--- src/rtl/battle_pkg.sv ---
// Shared battle constants: type-effectiveness chart in quarter units, type indices,
// damage FSM state encoding and default widths/level factor.
package battle_pkg;

  localparam int NUM_TYPES_DEF    = 19;
  localparam int STAT_W_DEF       = 8;
  localparam int POW_W_DEF        = 8;
  localparam int LEVEL_FACTOR_DEF = 22;
  localparam int NUM_W_DEF        = 24;
  localparam int DMG_W_DEF        = 10;
  localparam int TYPE_W           = 5;

  localparam logic [TYPE_W-1:0] TYPE_NORMAL   = 5'd0;
  localparam logic [TYPE_W-1:0] TYPE_FIGHTING = 5'd1;
  localparam logic [TYPE_W-1:0] TYPE_FLYING   = 5'd2;
  localparam logic [TYPE_W-1:0] TYPE_POISON   = 5'd3;
  localparam logic [TYPE_W-1:0] TYPE_GROUND   = 5'd4;
  localparam logic [TYPE_W-1:0] TYPE_ROCK     = 5'd5;
  localparam logic [TYPE_W-1:0] TYPE_BUG      = 5'd6;
  localparam logic [TYPE_W-1:0] TYPE_GHOST    = 5'd7;
  localparam logic [TYPE_W-1:0] TYPE_STEEL    = 5'd8;
  localparam logic [TYPE_W-1:0] TYPE_FIRE     = 5'd9;
  localparam logic [TYPE_W-1:0] TYPE_WATER    = 5'd10;
  localparam logic [TYPE_W-1:0] TYPE_GRASS    = 5'd11;
  localparam logic [TYPE_W-1:0] TYPE_ELECTRIC = 5'd12;
  localparam logic [TYPE_W-1:0] TYPE_PSYCHIC  = 5'd13;
  localparam logic [TYPE_W-1:0] TYPE_ICE      = 5'd14;
  localparam logic [TYPE_W-1:0] TYPE_DRAGON   = 5'd15;
  localparam logic [TYPE_W-1:0] TYPE_DARK     = 5'd16;
  localparam logic [TYPE_W-1:0] TYPE_FAIRY    = 5'd17;
  localparam logic [TYPE_W-1:0] TYPE_NONE     = 5'd18;

  typedef enum logic [2:0] {
    S_IDLE,
    S_NUMER,
    S_DIV,
    S_MODIFY,
    S_DONE
  } dmg_state_e;

  // Row = attacking move type, column = defending type; 4 = x1, 8 = x2, 2 = x0.5, 0 = immune.
  localparam logic [3:0] TYPE_CHART [NUM_TYPES_DEF][NUM_TYPES_DEF] = '{
    '{4,4,4,4,4,2,4,0,2,4,4,4,4,4,4,4,4,4,4},
    '{8,4,2,2,4,8,2,0,8,4,4,4,4,2,8,4,8,2,4},
    '{4,8,4,4,4,2,8,4,2,4,4,8,2,4,4,4,4,4,4},
    '{4,4,4,2,2,2,4,2,0,4,4,8,4,4,4,4,4,8,4},
    '{4,4,0,8,4,8,2,4,8,8,4,2,8,4,4,4,4,4,4},
    '{4,2,8,4,2,4,8,4,2,8,4,4,4,4,8,4,4,4,4},
    '{4,2,2,2,4,4,4,2,2,2,4,8,4,8,4,4,8,2,4},
    '{0,4,4,4,4,4,4,8,4,4,4,4,4,8,4,4,2,4,4},
    '{4,4,4,4,4,8,4,4,2,2,2,4,2,4,8,4,4,8,4},
    '{4,4,4,4,4,2,8,4,8,2,2,8,4,4,8,2,4,4,4},
    '{4,4,4,4,8,8,4,4,4,8,2,2,4,4,4,2,4,4,4},
    '{4,4,2,2,8,8,2,4,2,2,8,2,4,4,4,2,4,4,4},
    '{4,4,8,4,0,4,4,4,4,4,8,2,2,4,4,2,4,4,4},
    '{4,8,4,8,4,4,4,4,2,4,4,4,4,2,4,4,0,4,4},
    '{4,4,8,4,8,4,4,4,2,2,2,8,4,4,2,8,4,4,4},
    '{4,4,4,4,4,4,4,4,2,4,4,4,4,4,4,8,4,0,4},
    '{4,2,4,4,4,4,4,8,4,4,4,4,4,8,4,4,2,2,4},
    '{4,8,4,2,4,4,4,4,2,2,4,4,4,4,4,8,8,4,4},
    '{4,4,4,4,4,4,4,4,4,4,4,4,4,4,4,4,4,4,4}
  };

  function automatic logic [3:0] type_eff(input logic [TYPE_W-1:0] atk,
                                          input logic [TYPE_W-1:0] dfn);
    if (int'(atk) >= NUM_TYPES_DEF || int'(dfn) >= NUM_TYPES_DEF) return 4'd4;
    return TYPE_CHART[atk][dfn];
  endfunction

endpackage

--- src/rtl/serial_divider.sv ---
// Restoring serial divider: one quotient bit per cycle, done pulses NUM_W cycles after start.
// The first bit is resolved on the start edge itself; divisor 0 yields all-ones, never hangs.
module serial_divider #(
  parameter int NUM_W = 24
) (
  input  logic             clk_i,
  input  logic             rst_i,
  input  logic             start_i,
  input  logic [NUM_W-1:0] dividend_i,
  input  logic [NUM_W-1:0] divisor_i,
  output logic [NUM_W-1:0] quotient_o,
  output logic             done_o
);

  localparam int CNT_W = $clog2(NUM_W + 1);

  logic [NUM_W-1:0] rem_q, quo_q, dvs_q;
  logic [NUM_W-1:0] rem_src, quo_src, dvs_src, rem_d, quo_d;
  logic [NUM_W:0]   trial;
  logic [CNT_W-1:0] cnt_q;

  always_comb begin
    rem_src = start_i ? '0 : rem_q;
    quo_src = start_i ? dividend_i : quo_q;
    dvs_src = start_i ? divisor_i : dvs_q;
    trial   = {rem_src, quo_src[NUM_W-1]};
    if (trial >= {1'b0, dvs_src}) begin
      rem_d = NUM_W'(trial - {1'b0, dvs_src});
      quo_d = {quo_src[NUM_W-2:0], 1'b1};
    end else begin
      rem_d = trial[NUM_W-1:0];
      quo_d = {quo_src[NUM_W-2:0], 1'b0};
    end
  end

  always_ff @(posedge clk_i or posedge rst_i) begin
    if (rst_i) begin
      rem_q  <= '0;
      quo_q  <= '0;
      dvs_q  <= '0;
      cnt_q  <= '0;
      done_o <= 1'b0;
    end else if (start_i) begin
      rem_q  <= rem_d;
      quo_q  <= quo_d;
      dvs_q  <= divisor_i;
      cnt_q  <= CNT_W'(NUM_W - 1);
      done_o <= 1'b0;
    end else if (cnt_q != '0) begin
      rem_q  <= rem_d;
      quo_q  <= quo_d;
      cnt_q  <= cnt_q - 1'b1;
      done_o <= (cnt_q == CNT_W'(1));
    end else begin
      done_o <= 1'b0;
    end
  end

  assign quotient_o = quo_q;

endmodule

--- src/rtl/damage_calc_seq.sv ---
// Multi-cycle battle damage calculator: start/done handshake, fixed NUM_W+3 cycle latency
// independent of operands; start is only sampled in IDLE.
module damage_calc_seq
  import battle_pkg::*;
#(
  parameter int NUM_TYPES    = NUM_TYPES_DEF,
  parameter int STAT_W       = STAT_W_DEF,
  parameter int POW_W        = POW_W_DEF,
  parameter int LEVEL_FACTOR = LEVEL_FACTOR_DEF,
  parameter int NUM_W        = NUM_W_DEF,
  parameter int DMG_W        = DMG_W_DEF
) (
  input  logic              Clk,
  input  logic              Reset,
  input  logic              start,
  input  logic [TYPE_W-1:0] move_type,
  input  logic              move_special,
  input  logic [POW_W-1:0]  move_power,
  input  logic [TYPE_W-1:0] atk_type1,
  input  logic [TYPE_W-1:0] atk_type2,
  input  logic [TYPE_W-1:0] def_type1,
  input  logic [TYPE_W-1:0] def_type2,
  input  logic [STAT_W-1:0] atk_attack,
  input  logic [STAT_W-1:0] atk_spatk,
  input  logic [STAT_W-1:0] def_defense,
  input  logic [STAT_W-1:0] def_spdef,
  input  logic              crit,
  output logic              busy,
  output logic              done,
  output logic [DMG_W-1:0]  damage,
  output logic [6:0]        eff_q
);

  localparam int MW      = NUM_W + 8;
  localparam int DMG_MAX = (1 << DMG_W) - 1;

  dmg_state_e        state_q;
  logic [TYPE_W-1:0] mt_q, at1_q, at2_q, dt1_q, dt2_q;
  logic              spec_q, crit_q;
  logic [POW_W-1:0]  pow_q;
  logic [STAT_W-1:0] attack_q, spatk_q, defense_q, spdef_q;

  logic [STAT_W-1:0] atk_sel, dfn_sel;
  logic [NUM_W-1:0]  num_d, den_d, div_quo;
  logic [3:0]        eff1, eff2;
  logic [6:0]        eff_d;
  logic              div_done;
  logic [MW-1:0]     b_base, b_eff, b_stab, b_crit, b_min;
  logic [DMG_W-1:0]  dmg_d;

  function automatic logic [3:0] chart_eff(input logic [TYPE_W-1:0] a,
                                           input logic [TYPE_W-1:0] d);
    if (int'(a) >= NUM_TYPES || int'(d) >= NUM_TYPES) return 4'd4;
    return type_eff(a, d);
  endfunction

  always_comb begin
    atk_sel = spec_q ? spatk_q : attack_q;
    dfn_sel = spec_q ? spdef_q : defense_q;
    num_d   = NUM_W'(LEVEL_FACTOR) * NUM_W'(pow_q) * NUM_W'(atk_sel);
    den_d   = (dfn_sel == '0) ? NUM_W'(1) : NUM_W'(dfn_sel);
    eff1    = chart_eff(mt_q, dt1_q);
    eff2    = chart_eff(mt_q, dt2_q);
    eff_d   = 7'(eff1) * 7'(eff2);
  end

  serial_divider #(.NUM_W(NUM_W)) u_div (
    .clk_i      (Clk),
    .rst_i      (Reset),
    .start_i    (state_q == S_NUMER),
    .dividend_i (num_d),
    .divisor_i  (den_d),
    .quotient_o (div_quo),
    .done_o     (div_done)
  );

  // Each modifier step floors; MW leaves headroom so nothing wraps before saturation.
  always_comb begin
    b_base = MW'(div_quo / NUM_W'(50)) + MW'(2);
    b_eff  = (b_base * MW'(eff_q)) >> 4;
    b_stab = (mt_q == at1_q || mt_q == at2_q) ? ((b_eff * MW'(3)) >> 1) : b_eff;
    b_crit = crit_q ? (b_stab << 1) : b_stab;
    b_min  = (eff_q != '0 && b_crit == '0) ? MW'(1) : b_crit;
    dmg_d  = (b_min > MW'(DMG_MAX)) ? DMG_W'(DMG_MAX) : b_min[DMG_W-1:0];
  end

  always_ff @(posedge Clk or posedge Reset) begin
    if (Reset) begin
      state_q   <= S_IDLE;
      busy      <= 1'b0;
      done      <= 1'b0;
      damage    <= '0;
      eff_q     <= '0;
      mt_q      <= '0;
      at1_q     <= '0;
      at2_q     <= '0;
      dt1_q     <= '0;
      dt2_q     <= '0;
      spec_q    <= 1'b0;
      crit_q    <= 1'b0;
      pow_q     <= '0;
      attack_q  <= '0;
      spatk_q   <= '0;
      defense_q <= '0;
      spdef_q   <= '0;
    end else begin
      done <= 1'b0;
      unique case (state_q)
        S_IDLE: if (start) begin
          mt_q      <= move_type;
          at1_q     <= atk_type1;
          at2_q     <= atk_type2;
          dt1_q     <= def_type1;
          dt2_q     <= def_type2;
          spec_q    <= move_special;
          crit_q    <= crit;
          pow_q     <= move_power;
          attack_q  <= atk_attack;
          spatk_q   <= atk_spatk;
          defense_q <= def_defense;
          spdef_q   <= def_spdef;
          busy      <= 1'b1;
          state_q   <= S_NUMER;
        end
        S_NUMER: begin
          eff_q   <= eff_d;
          state_q <= S_DIV;
        end
        S_DIV: if (div_done) state_q <= S_MODIFY;
        S_MODIFY: begin
          damage  <= dmg_d;
          done    <= 1'b1;
          busy    <= 1'b0;
          state_q <= S_DONE;
        end
        S_DONE:  state_q <= S_IDLE;
        default: state_q <= S_IDLE;
      endcase
    end
  end

endmodule

--- config.mk ---
export PLATFORM = sky130hd
export DESIGN_NAME = damage_calc_seq
export DESIGN_NICKNAME = d
export VERILOG_FILES = /design/src/rtl/battle_pkg.sv /design/src/rtl/serial_divider.sv /design/src/rtl/damage_calc_seq.sv
export SDC_FILE = /design/constraint.sdc
export NUM_CORES = 1
export LEC_CHECK = 0
export CAP_MARGIN = 20
export CORE_MARGIN = 3
export CORE_UTILIZATION = 61
export CTS_CLUSTER_SIZE = 14
export DETAILED_ROUTE_END_ITERATION = 8
export DONT_BUFFER_PORTS = 1
export PLACE_DENSITY = 0.9
export RECOVER_POWER = 25
export SETUP_SLACK_MARGIN = 0.05
export SLEW_MARGIN = 30
export SYNTH_ARGS = -nofsm -noshare
export SYNTH_HDL_FRONTEND = slang
export SYNTH_SLANG_ARGS = --single-unit
--- constraint.sdc ---
create_clock -name Clk -period 17.35 [get_ports Clk]
set_clock_uncertainty 0.2 [all_clocks]
set_input_delay 4.3375 -clock Clk [delete_from_list [all_inputs] [get_ports Clk]]
set_output_delay 4.3375 -clock Clk [all_outputs]
set_load 0.005 [all_outputs]
==> flow_summary.json <==
{
  "synthTopCellsByCount": "291 x nand2_1, 278 x inv_1, 235 x nor2_1",
  "drtPass1Iterations": 6,
  "synthCells": 2755,
  "path_common_cell": "o21a_1",
  "grt.total_usage": 0.344,
  "core_um2": 36700,
  "grt-ovfl-total": 0,
  "violations": "max-capacitance violations, max-slew violations, negative setup slack",
  "cts_buffers": 17,
  "yosysWarnings": 0,
  "r2r-end": "damage[2]",
  "final_nets": 3484,
  "syn_area_per_cell_um2": 8.26,
  "cap_viol_max_count": 3,
  "min_to": "u_div.dvs_q[16]",
  "timing.rr.start": "u_div.quotient_o[22]",
  "synth_top_family_by_area": "adder cells",
  "yosys.cell_count.top_type": "nand2_1",
  "finalCoreUtilization": 0.762,
  "finalHoldViolCount": 0,
  "cp-start-kind": "flip-flop",
  "layout-drive-gt1-share": 0.243,
  "synth-adder-area-share": 0.235,
  "end_kind": "flip-flop",
  "grt_pass1_wl_um": 113000,
  "crit_slowest_cell": "fa_1",
  "grt_start_max_net_pins": 103,
  "drc": 0,
  "synth_compound_area_frac": 0.212,
  "final_max_slew_viol_count": 219,
  "min_delay_path_depth": 2,
  "ys.flop_type": "dfrtp_1",
  "setup_viol": 10,
  "fmax_mhz": 53.2,
  "synth_area_leader_cell": "dfrtp_1",
  "synth.distinct_cells": 124,
  "diodes": 0,
  "finalCritPeriodShare": 1.08,
  "muxShareOfSynthArea": 0.0676,
  "synthSimpleGateAreaFrac": 0.194,
  "drtIter0Drc": 2462,
  "io_buffers": 0,
  "slew_headroom": -2.15,
  "async_flop_share": 1.00,
  "rrSetupSlack_ns": -1.46,
  "crit_type": "reg2reg",
  "synth.top_cell.area_share": 0.181,
  "syn_area_um2": 22800,
  "cts_htree_levels": 4,
  "post-dp-hpwl_um": 49000,
  "clock_path_buffers": 2,
  "fill_cells": 2235,
  "clock_latency_ns": 0.44,
  "r2r_cells": 83,
  "netlist_top_cells_area": "dfrtp_1 18%, fa_1 14%, ha_1 9.6%",
  "postRouteAntennaNets": 0,
  "cts_tree": "yes",
  "viasPerCell": 6.46,
  "ys_ff_latch": 165,
  "synth_edf_count": 0,
  "worst-slew-pin-transition_ns": 4.71,
  "die-area_um2": 39700,
  "wl_per_cell_um": 20.0,
  "grt_antenna_before_repair": 0,
  "hold_buffers": 0,
  "rsz0062_at_grt": "yes",
  "place_congestion": 0.983,
  "ctsRootBufferMaster": "clkbuf_16",
  "pin_count": 89,
  "ys_seq_area_frac": 0.181,
  "die_height_um": 199,
  "required_ns": 17.48,
  "worstPathArrival_ns": 18.94,
  "die_w_um": 199,
  "postRouteWirelength_um": 71400,
  "status": "finished, violations left",
  "period_needed_ns": 18.81,
  "worstHoldStart": "u_div.dvs_q[16]",
  "hp-class": "reg2reg",
  "synth_xor_area_frac": 0.0385,
  "num_vias": 23000,
  "start_util": 0.620,
  "max_stage_delay_ns": 0.55,
  "grt_pass1_vias": 23700,
  "clk_pin_slew_ns": 0.07,
  "cp_max_fo": 6,
  "worst_slack_ns": -1.46,
  "area_delta_synth_final_pct": 22.7,
  "rows": 70,
  "cts_sinks": 165
}
## per-layer routing
| metal | vias up | part of all wire | track usage |
|---|---|---|---|
| met5 | - | 0 | 0 |
| met4 | 0 | 0.055 | 0.176 |
| met1 | 11100 | 0.37 | 0.407 |
| li1 | 10200 | - | - |
| met3 | 391 | 0.078 | 0.0629 |
| met2 | 1340 | 0.50 | 0.601 |
## cell families (layout without fill, tap and decap cells)
logic type                 count (synthesis)  count (layout)
other                                      2              45
xor gates and xnor gates                  95              95
buffers and inverters                    419             717
muxes                                    131             131
and+or+nand+nor                          913             913
AOI/OAI and AO/OA                        696             696
DFF                                      165             165
adders and majority gates                334             334
## flip-flops by register name, summed over array words and instances, names as in the netlist, 8 cells and up
| name | cells |
|---|---|
| damage | 10 |
| u_div.quotient_o | 24 |
| pow_q | 8 |
| attack_q | 8 |
| defense_q | 8 |
| u_div.rem_q | 24 |
| spatk_q | 8 |
| spdef_q | 8 |
| u_div.dvs_q | 24 |
## final cells by class
| type | instances | area (um2) | area share |
|---|---|---|---|
| Tap cell | 468 | 586 | 0.0210 |
| Clock buffer | 19 | 443 | 0.0158 |
| Multi-Input combinational cell | 2214 | 18400 | 0.659 |
| Sequential cell | 165 | 4140 | 0.148 |
| Inverter | 283 | 1060 | 0.0381 |
| Clock inverter | 13 | 218 | 0.00779 |
| Timing Repair Buffer | 402 | 3080 | 0.110 |
## worst max-delay path, delay by kind of cell, from the launching register on
family,cells,cell delay (ns)
AOI/OAI and AO/OA,48,10.16
xor gates and xnor gates,2,0.44
adders and majority gates,6,2.41
buffers and inverters,10,1.68
DFF,1,0.45
muxes,2,0.44
and+or+nand+nor,15,2.90
## layout by cell type, fill, tap and decap left out, drive strengths merged, types with 29 or more instances in the layout
master,instances
ha,175
inv,283
a21o,30
and2,92
o21a,30
a211oi,38
xnor2,71
nor2b,35
nor2,235
nand2,294
nand3,29
nor3,76
o21ai,151
conb,45
buf,398
nand2b,39
dfrtp,165
a21oi,203
mux2,70
mux2i,50
fa,156
## metrics by stage
stage / cell area (um2) / TNS, ns / cells / setup WS, ns / hold slack [ns]
after CTS: 27300 / -8.66 / 3536 / -0.878 / 0.271
after detailed placement: 25800 / -13.99 / 3465 / -1.43 / 0.254
after global routing: 27900 / -21.50 / 3564 / -2.17 / 0.291
final: 27900 / -14.47 / 3564 / -1.46 / 0.273
after global placement: 25800 / -6.46 / 3465 / -0.662 / 0.248
after floorplan: 23200 / -7.94 / 2798 / -0.804 / 0.233
## what timing repair did
| action | CTS | global route |
|---|---|---|
| buffers inserted | 36 | 28 |
| endpoints found under the setup margin | 10 | 10 |
| pin swaps | 43 | 85 |
| cloned | 3 | 0 |
| gates resized for setup | 113 | 99 |
## worst max path at each step
stage / startpoint / end / slack [ns]
after floorplan: u_div.quotient_o[20] / damage[0] / -0.80
after global placement: u_div.quotient_o[23] / damage[0] / -0.66
after detailed placement: u_div.quotient_o[23] / damage[0] / -1.43
after CTS: u_div.quotient_o[20] / damage[2] / -0.88
after global routing: u_div.quotient_o[23] / damage[2] / -2.17
final: u_div.quotient_o[22] / damage[2] / -1.46
Power is left out: the tool's default activity adds up to more than one toggle a clock period on the data nets, which glitch-free logic cannot reach.
